==> src/rtl/snake_step_sched.sv <==
// snake_step_sched: game-step controller for the snake datapath.
// Turns frame ticks into step pulses, holds a reversal-safe 2-entry
// direction queue, and places apples from an LFSR candidate stream using
// an occupancy-query handshake with the body datapath.
// Optional build macro: SNAKE_SPEEDUP_EN. When defined, each eaten apple
// shortens the step period by one frame, with a floor of 2 frames.
module snake_step_sched #(
   parameter int unsigned STEP_FRAMES = 5,
   parameter int unsigned MAX_TRIES   = 16,
   parameter logic [15:0] LFSR_SEED   = 16'hACE1
) (
   input  logic        clk,
   input  logic        rst,
   input  logic        frame_tick,
   input  logic        run,
   input  logic        init,
   input  logic        key_valid,
   input  logic [7:0]  key_code,
   output logic        step,
   output logic [1:0]  dir,
   input  logic        eat,
   output logic [12:0] apple_pos,
   output logic        apple_valid,
   output logic        occ_query,
   output logic [12:0] occ_pos,
   input  logic        occ_ack,
   input  logic        occ_hit
);

   localparam int unsigned CNT_W  = $clog2(STEP_FRAMES + 1);
   localparam int unsigned TRY_W  = $clog2(MAX_TRIES + 1);
   localparam int unsigned DIR_W  = 2;
   localparam int unsigned POS_W  = 13;
   localparam int unsigned QCNT_W = 2;

   localparam logic [DIR_W-1:0] DIR_UP    = 2'd0;
   localparam logic [DIR_W-1:0] DIR_DOWN  = 2'd1;
   localparam logic [DIR_W-1:0] DIR_LEFT  = 2'd2;
   localparam logic [DIR_W-1:0] DIR_RIGHT = 2'd3;

   typedef struct packed {
      logic [5:0] y;
      logic [6:0] x;
   } cell_t;

   typedef enum logic [1:0] {
      ST_SPAWN,
      ST_QUERY,
      ST_PLACED,
      ST_WAIT
   } state_t;

   // rst and init restart identical state; rst simply dominates by OR
   logic clr;
   assign clr = rst | init;

   state_t state;
   state_t state_n;

   // ------------------------------------------------------------------
   // Step period: constant, or shrinking on each accepted eat
   // ------------------------------------------------------------------
   logic [CNT_W-1:0] period;

`ifdef SNAKE_SPEEDUP_EN
   logic eat_accept;
   assign eat_accept = eat && (state == ST_PLACED);

   // Period register: one frame shorter per apple, never below 2
   always_ff @(posedge clk) begin
      if (clr) begin
         period <= CNT_W'(STEP_FRAMES);
      end else if (eat_accept && (period > CNT_W'(2))) begin
         period <= period - CNT_W'(1);
      end
   end
`else
   assign period = CNT_W'(STEP_FRAMES);
`endif

   // ------------------------------------------------------------------
   // Frame counter and step pulse
   // ------------------------------------------------------------------
   logic [CNT_W-1:0] frame_cnt;
   logic             step_fire;

   // >= keeps the counter safe if the period shrinks below the count
   assign step_fire = run && frame_tick && (frame_cnt >= (period - CNT_W'(1)));

   // Count run-time frames; step fires one cycle after the last frame
   always_ff @(posedge clk) begin
      if (clr) begin
         frame_cnt <= '0;
         step      <= 1'b0;
      end else begin
         step <= step_fire;
         if (step_fire) begin
            frame_cnt <= '0;
         end else if (run && frame_tick) begin
            frame_cnt <= frame_cnt + CNT_W'(1);
         end
      end
   end

   // ------------------------------------------------------------------
   // Key decode and direction queue
   // ------------------------------------------------------------------
   logic             key_ok;
   logic [DIR_W-1:0] key_dir;

   // Map the four PS/2 arrow codes to directions; everything else is noise
   always_comb begin
      key_ok  = 1'b1;
      key_dir = DIR_UP;
      case (key_code)
         8'h75:   key_dir = DIR_UP;
         8'h72:   key_dir = DIR_DOWN;
         8'h6B:   key_dir = DIR_LEFT;
         8'h74:   key_dir = DIR_RIGHT;
         default: key_ok  = 1'b0;
      endcase
   end

   logic [DIR_W-1:0]  q_head;
   logic [DIR_W-1:0]  q_tail;
   logic [QCNT_W-1:0] q_cnt;
   logic [DIR_W-1:0]  q_head_n;
   logic [DIR_W-1:0]  q_tail_n;
   logic [QCNT_W-1:0] q_cnt_n;
   logic [DIR_W-1:0]  dir_n;
   logic [DIR_W-1:0]  ref_dir;
   logic              key_push;

   // Pop on step first, then test the key against the post-pop reference
   always_comb begin
      q_head_n = q_head;
      q_tail_n = q_tail;
      q_cnt_n  = q_cnt;
      dir_n    = dir;
      if (step_fire && (q_cnt != '0)) begin
         dir_n    = q_head;
         q_head_n = q_tail;
         q_cnt_n  = q_cnt - QCNT_W'(1);
      end
      if (q_cnt_n == '0) begin
         ref_dir = dir_n;
      end else if (q_cnt_n == QCNT_W'(1)) begin
         ref_dir = q_head_n;
      end else begin
         ref_dir = q_tail_n;
      end
      // opposite directions differ only in bit 0 (up/down, left/right)
      key_push = key_valid && key_ok
                 && (key_dir != ref_dir)
                 && (key_dir != (ref_dir ^ DIR_W'(1)))
                 && (q_cnt_n != QCNT_W'(2));
      if (key_push) begin
         if (q_cnt_n == '0) begin
            q_head_n = key_dir;
         end else begin
            q_tail_n = key_dir;
         end
         q_cnt_n = q_cnt_n + QCNT_W'(1);
      end
   end

   // Direction and queue registers; init drops any same-cycle key
   always_ff @(posedge clk) begin
      if (clr) begin
         dir    <= DIR_RIGHT;
         q_head <= DIR_UP;
         q_tail <= DIR_UP;
         q_cnt  <= '0;
      end else begin
         dir    <= dir_n;
         q_head <= q_head_n;
         q_tail <= q_tail_n;
         q_cnt  <= q_cnt_n;
      end
   end

   // ------------------------------------------------------------------
   // LFSR candidate generator
   // ------------------------------------------------------------------
   logic [15:0] lfsr;
   logic [5:0]  cand_y_raw;
   cell_t       cand;

   // Free-running Fibonacci LFSR, taps 16/14/13/11
   always_ff @(posedge clk) begin
      if (clr) begin
         lfsr <= LFSR_SEED;
      end else begin
         lfsr <= {lfsr[14:0], lfsr[15] ^ lfsr[13] ^ lfsr[12] ^ lfsr[10]};
      end
   end

   // Fold y values 48..63 back onto the 48-row playfield
   always_comb begin
      cand_y_raw = lfsr[13:8];
      cand.x     = {1'b0, lfsr[5:0]};
      cand.y     = (cand_y_raw >= 6'd48) ? (cand_y_raw - 6'd16) : cand_y_raw;
   end

   // ------------------------------------------------------------------
   // Apple placement FSM
   // ------------------------------------------------------------------
   logic [TRY_W-1:0] tries;
   logic [TRY_W-1:0] tries_n;
   logic             occ_query_n;
   logic [POS_W-1:0] occ_pos_n;
   logic [POS_W-1:0] apple_pos_n;
   logic             apple_valid_n;

   // State register; init aborts any query in flight
   always_ff @(posedge clk) begin
      if (clr) begin
         state <= ST_SPAWN;
      end else begin
         state <= state_n;
      end
   end

   // Next-state: query until a free cell or the try budget runs out
   always_comb begin
      state_n = state;
      case (state)
         ST_SPAWN: state_n = ST_QUERY;
         ST_QUERY: begin
            if (occ_ack) begin
               if (!occ_hit) begin
                  state_n = ST_PLACED;
               end else if (tries >= TRY_W'(MAX_TRIES)) begin
                  state_n = ST_WAIT;
               end else begin
                  state_n = ST_SPAWN;
               end
            end
         end
         ST_PLACED: if (eat)        state_n = ST_SPAWN;
         ST_WAIT:   if (frame_tick) state_n = ST_SPAWN;
         default:   state_n = ST_SPAWN;
      endcase
   end

   // Output decode: next values for the registered handshake and apple
   always_comb begin
      tries_n       = tries;
      occ_query_n   = 1'b0;
      occ_pos_n     = occ_pos;
      apple_pos_n   = apple_pos;
      apple_valid_n = apple_valid;
      case (state)
         ST_SPAWN: begin
            occ_pos_n   = cand;
            tries_n     = tries + TRY_W'(1);
            occ_query_n = 1'b1;
         end
         ST_QUERY: begin
            occ_query_n = !occ_ack;
            if (occ_ack && !occ_hit) begin
               apple_pos_n   = occ_pos;
               apple_valid_n = 1'b1;
            end
         end
         ST_PLACED: begin
            if (eat) begin
               apple_valid_n = 1'b0;
               tries_n       = '0;
            end
         end
         ST_WAIT: begin
            if (frame_tick) begin
               tries_n = '0;
            end
         end
         default: ;
      endcase
   end

   // Registered apple and occupancy-query outputs
   always_ff @(posedge clk) begin
      if (clr) begin
         tries       <= '0;
         occ_query   <= 1'b0;
         occ_pos     <= '0;
         apple_pos   <= POS_W'(6);
         apple_valid <= 1'b0;
      end else begin
         tries       <= tries_n;
         occ_query   <= occ_query_n;
         occ_pos     <= occ_pos_n;
         apple_pos   <= apple_pos_n;
         apple_valid <= apple_valid_n;
      end
   end

endmodule

==> config.mk <==
export PLATFORM = sky130hd
export DESIGN_NAME = snake_step_sched
export DESIGN_NICKNAME = d
export VERILOG_FILES = /design/src/rtl/snake_step_sched.sv
export SDC_FILE = /design/constraint.sdc
export NUM_CORES = 1
export LEC_CHECK = 0
export ABC_AREA = 1
export BUFFER_PORTS_ARGS = -buffer_cell sky130_fd_sc_hd__buf_2
export CORE_MARGIN = 3
export CORE_UTILIZATION = 54
export CTS_BUF_LIST = sky130_fd_sc_hd__clkbuf_8 sky130_fd_sc_hd__clkbuf_16
export CTS_CLUSTER_SIZE = 25
export DETAILED_ROUTE_END_ITERATION = 6
export GPL_TIMING_DRIVEN = 0
export PLACE_DENSITY_LB_ADDON = 0.1
export SETUP_SLACK_MARGIN = 0.2
export SYNTH_ARGS = -nofsm -noshare
export SYNTH_HDL_FRONTEND = slang
export SYNTH_SLANG_ARGS = --single-unit
==> constraint.sdc <==
create_clock -name clk -period 3.2 [get_ports clk]
set_clock_uncertainty 0.15 [all_clocks]
set_input_delay 0.48 -clock clk [delete_from_list [all_inputs] [get_ports clk]]
set_output_delay 0.48 -clock clk [all_outputs]
set_load 0.005 [all_outputs]
# After elaboration in Yosys (flattened, before gate mapping)
# Cells that the tools add are included.
# Widths: inputs -> output; s select.
# totals
reg_bits	61
latchBits	0
ramBits	0
mem_bits_ro	0
in_bits	17
output_inout_bits	31
word_cells	88
n_memories	0
# classes
add_sub_neg	5
multipliers	0
n_div	0
magnitude_cmp	3
eq_ne	15
shift	0
muxes	24
n_bitwise	6
reduce_logical	22
# op_table
cell	n
$eq 8x7->1 const B	4
$mux 2	13
$pmux 5 s3	1
$mux 5	2
$ne 2x2->1 const B	5
$reduce_and 3->1	3
$logic_and 1x1->1	8
$pmux 2 s4	1
$ge 6x6->1 const B	1
$mux 6	1
$pmux 2 s3	1
$sub 6x5->6 const B	1
$add 5x1->5 const B	1
$ge 5x5->1 const B	1
$eq 2x1->1 const B	2
$eq 2x2->1 const B	2
$logic_not 2->1	2
$ne 2x2->1	2
$pmux 1 s2	2
$reduce_and 2->1	2
$reduce_bool 2->1	2
$reduce_or 4->1	1
$add 3x1->3 const B	1
$ge 3x3->1 const B	1
9 further kinds	15

# Longest topological paths before layout
# logic_depth
ltp_word	12
mapped_depth	16

# Worst setup path before layout
# Ideal clock, no wire load.
# synth_timing
path_type	reg-to-reg
startpoint	register q_cnt[0]
endpoint	register q_head[0]
setup_ps	113
t_arrival_ps	2020
t_required_ps	2937
setup_slack_ps	917
stages_incl_launch_ff	14
cell_sequence	dfxtp_1 inv_1 ha_1 inv_1 nand4_4 o21ai_0 ha_1 nor2_1 nand2_4 nand2_4 nand2_4 nand4_2 nor2_1 nor2_1
# synth_between
elab_chain_cells	11
word_cells_on_any_way	19
classes_between	1 x add/sub; 4 x eq/ne; 7 x mux; 1 x bitwise; 6 x reduce/logical
# synth_rtl
item	line_no	text
start: declaration	126	logic [QCNT_W-1:0] q_cnt;
start signal: assignment	178	q_cnt <= q_cnt_n;
parallel branches: the longest is 10 deep, another holds $sub 2x1->2	-	
$mux 2 *	157	if (key_push) begin
end signal: assignment	176	q_head <= q_head_n;
end: declaration	124	logic [DIR_W-1:0] q_head;
# Every way passes the cells marked *.
# A chain may end at the register's enable or synchronous reset.

# Final worst setup path
# Same ends and word-level chain as after synthesis.

==> results.yml <==
outcome:
  status: "finished, final reports clean"
final_layout:
  area_delta_synth_final_pct: 18.46
  fin_util_pct: 67.65
  drive_above_1_share_pct: 24.61
  diodes: 0
  final_nets: 400
grt:
  grtUsageTotal_pct: 20.69
  antenna_found_initial: 0
  grt_pass1_vias: 1984
  grt_pass1_wl_mm: 8.763
  grt_max_degree: 11
  gr-total-overflow: 0
die:
  num_rows: 24
  dieHeight_um: 74.79
  initial_core_util_pct: 57.10
  die-area_mm2: 0.005593
  dieWidth_um: 74.79
  ios: 48
  fp.coreArea_mm2: 0.004474
sta:
  max_freq_mhz: 384.1
  max_slew.worst_pin.slew_ns: 0.5703
  finalSetupViolations: 0
  setup_tns_ns: 0
  max_slew_margin_pct: 61.84
  finalHoldViolCount: 0
  finalCritPeriodShare_pct: 81.37
  rsz0062_at_grt: "no"
  period_needed_ns: 2.604
  fin_ws_ns: 0.5963
  report.final.slew_viol_count: 0
route:
  dr.first_iter.drc_count: 83
  route.detailed.drc: 0
  via_per_inst: 4.906
  first_pass_iters: 4
  wire_per_inst_um: 11.96
  postRouteAntennaNets: 0
  routed_wirelength_mm: 5.192
  vias: 2129
yosys:
  ys_ff_latch: 61
  synth_largest_area_cell: "dfxtp_1"
  ys.flop_type: "dfxtp_1"
  yosys_warnings: 0
  synthAdderAreaFrac_pct: 2.938
  synth_edf_count: 0
  synth_mux_area_share_pct: 0
  synth_cell_types: 34
  netlist_instances: 320
  syn_avg_cell_area_um2: 7.984
  synth.top_cells.by_count: "61 x dfxtp_1, 58 x nor2_1, 42 x nand2_1, 39 x inv_1, 27 x o21ai_0"
  synth_top_family_by_area: "simple AND/OR/NAND/NOR gates"
  synth-simple-area-share_pct: 28.65
  ys_seq_area_share_pct: 47.80
  synth_area_mm2: 0.002555
  synth_compound_area_share_pct: 10.63
  synth_top_cell_area_share_pct: 47.80
  synth-xor-area-share_pct: 1.371
  ys_top_cells_by_area: "dfxtp_1 48%, nor2_1 8.5%, nand2_1 6.2%, inv_1 5.7%, o21ai_0 5.3%"
  async_flop_share_pct: 0
  synth_most_common_cell: "dfxtp_1"
job:
  maxCapViolations: 0
power_and_ir_drop:
  switching_power_w: 0.0003558
  clock_power_share_pct: 40.1
  swShare_pct: 23.87
  p_leak_nw: 1.484
  p_int_w: 0.001135
  power_frac_seq_pct: 53.2
  ir_worst_vdd_mv: 0.3562
  combPwrFrac_pct: 6.7
  p_per_area_mw_per_mm2: 492.4
cts:
  clkSinkCount: 61
  numCtsBuffers: 9
  clock_latency_ns: 0.33
  cts_resized: 0
  cts_root_buf: "clkbuf_8"
  cts-htree-levels: 3
  cts_setup_buffers: 0
  clkSlewWorstSetupHoldPaths_ns: 0.07
  ctsHoldBuffers: 0
  tritoncts: "yes"
  cts_buffer_depth: 2
placement:
  io_buffers: 45
  dp_worst_setup_slack_ns: 0.5728
  place_hpwl_mm: 3.888
  place_congestion: 0.8584
worst_setup_path:
  worst_setup_path_end_kind: "register"
  cp_max_fo: 9
  cp.required_ns: 3.28
  startpoint_type: "register"
  crit_arrival_ns: 2.68
  crit_type: "register to register"
hold_path:
  hold_path_class: "input port to register"
[path summary, 6_finish.rpt]
path / startpoint / endpoint / cells past startpoint / slack [ns]
hold reg to reg: lfsr[14] / lfsr[15] / 1 / 0.26
hold / removal: occ_ack / occ_query / 2 / 0.24
setup reg to reg: q_cnt[0] / q_head[0] / 13 / 0.60
setup / recovery: q_cnt[0] / q_head[0] / 13 / 0.60
[power by group through the flow]
stage | clock network (W) | logic [W] | registers [W]
after global placement | 0 | 0.0000987 | 0.000809
after floorplan | 0 | 0.0000600 | 0.000808
after global routing | 0.000645 | 0.000116 | 0.000795
after detailed placement | 0 | 0.000101 | 0.000810
final | 0.000597 | 0.000100 | 0.000793
after CTS | 0.000612 | 0.000101 | 0.000793
[final cells by class]
class | instances | area [µm²]
Fill cell | 396 | 1448
Inverter | 42 | 157.7
Buffer | 11 | 58.81
Clock buffer | 11 | 151.4
Multi-Input combinational cell | 207 | 1121
Clock inverter | 5 | 26.28
Sequential cell | 61 | 1221
Timing Repair Buffer | 45 | 225.2
Tap cell | 52 | 65.06
[cell usage in the layout, fill, tap and decap left out, types with 4 or more instances in the layout]
cell type  instances
dfxtp_1           61
nor2_1            58
buf_2             47
nand2_1           42
inv_1             40
o21ai_0           27
a21oi_1           20
clkbuf_8          11
nand3_1           10
clkbuf_1           6
ha_1               6
or2_2              5
nand2_2            4
nand3_2            4
nand4_1            4
[metal layers]
metal / GRT usage [%] / up-vias / share of wire [%]
li1: - / 1121 / -
met1: 25.52 / 956 / 45
met2: 34.83 / 45 / 49
met3: 4.406 / 7 / 4.3
met4: 9.091 / 0 / 1.8
met5: 0 / - / 0
[cell families (layout without fill, tap and decap cells)]
family / count (synthesis) / count (layout)
and+or+nand+nor: 143 / 143
DFF: 61 / 61
buffers and inverters: 53 / 114
AOI/OAI and AO/OA: 52 / 52
adders and majority gates: 6 / 6
xor gates and xnor gates: 4 / 4
other: 1 / 2
[critical path, cell delays in order, from the launching register on]
cell and delay, ns:
dfxtp_1 0.31, inv_1 0.05, ha_1 0.19, inv_1 0.16
nand4_4 0.18, o21ai_0 0.43, ha_1 0.39, nor2_1 0.12
nand2_4 0.10, nand2_4 0.06, nand2_4 0.07, nand4_2 0.11
nor2_1 0.12, nor2_1 0.05
[state kept, by name, summed over array words and instances, names as in the netlist]
signal / count
lfsr: 16
apple_pos: 12
occ_pos: 12
tries: 5
frame_cnt: 3
dir: 2
q_cnt: 2
q_head: 2
q_tail: 2
state: 2
apple_valid: 1
occ_query: 1
step: 1
[through the flow]
step	std cells	hold slack, ns	instance area, µm²	power, W
3_3_place_gp	418	0.2440	2849	0.0009077
3_5_place_dp	418	0.2508	2849	0.0009107
2_1_floorplan	321	0.2425	2559	0.0008678
4_1_cts	434	0.2245	3027	0.001506
6_report	434	0.2365	3027	0.001490
5_1_grt	434	0.2503	3027	0.001555
Note: power is estimated with default switching activity, not from simulation.
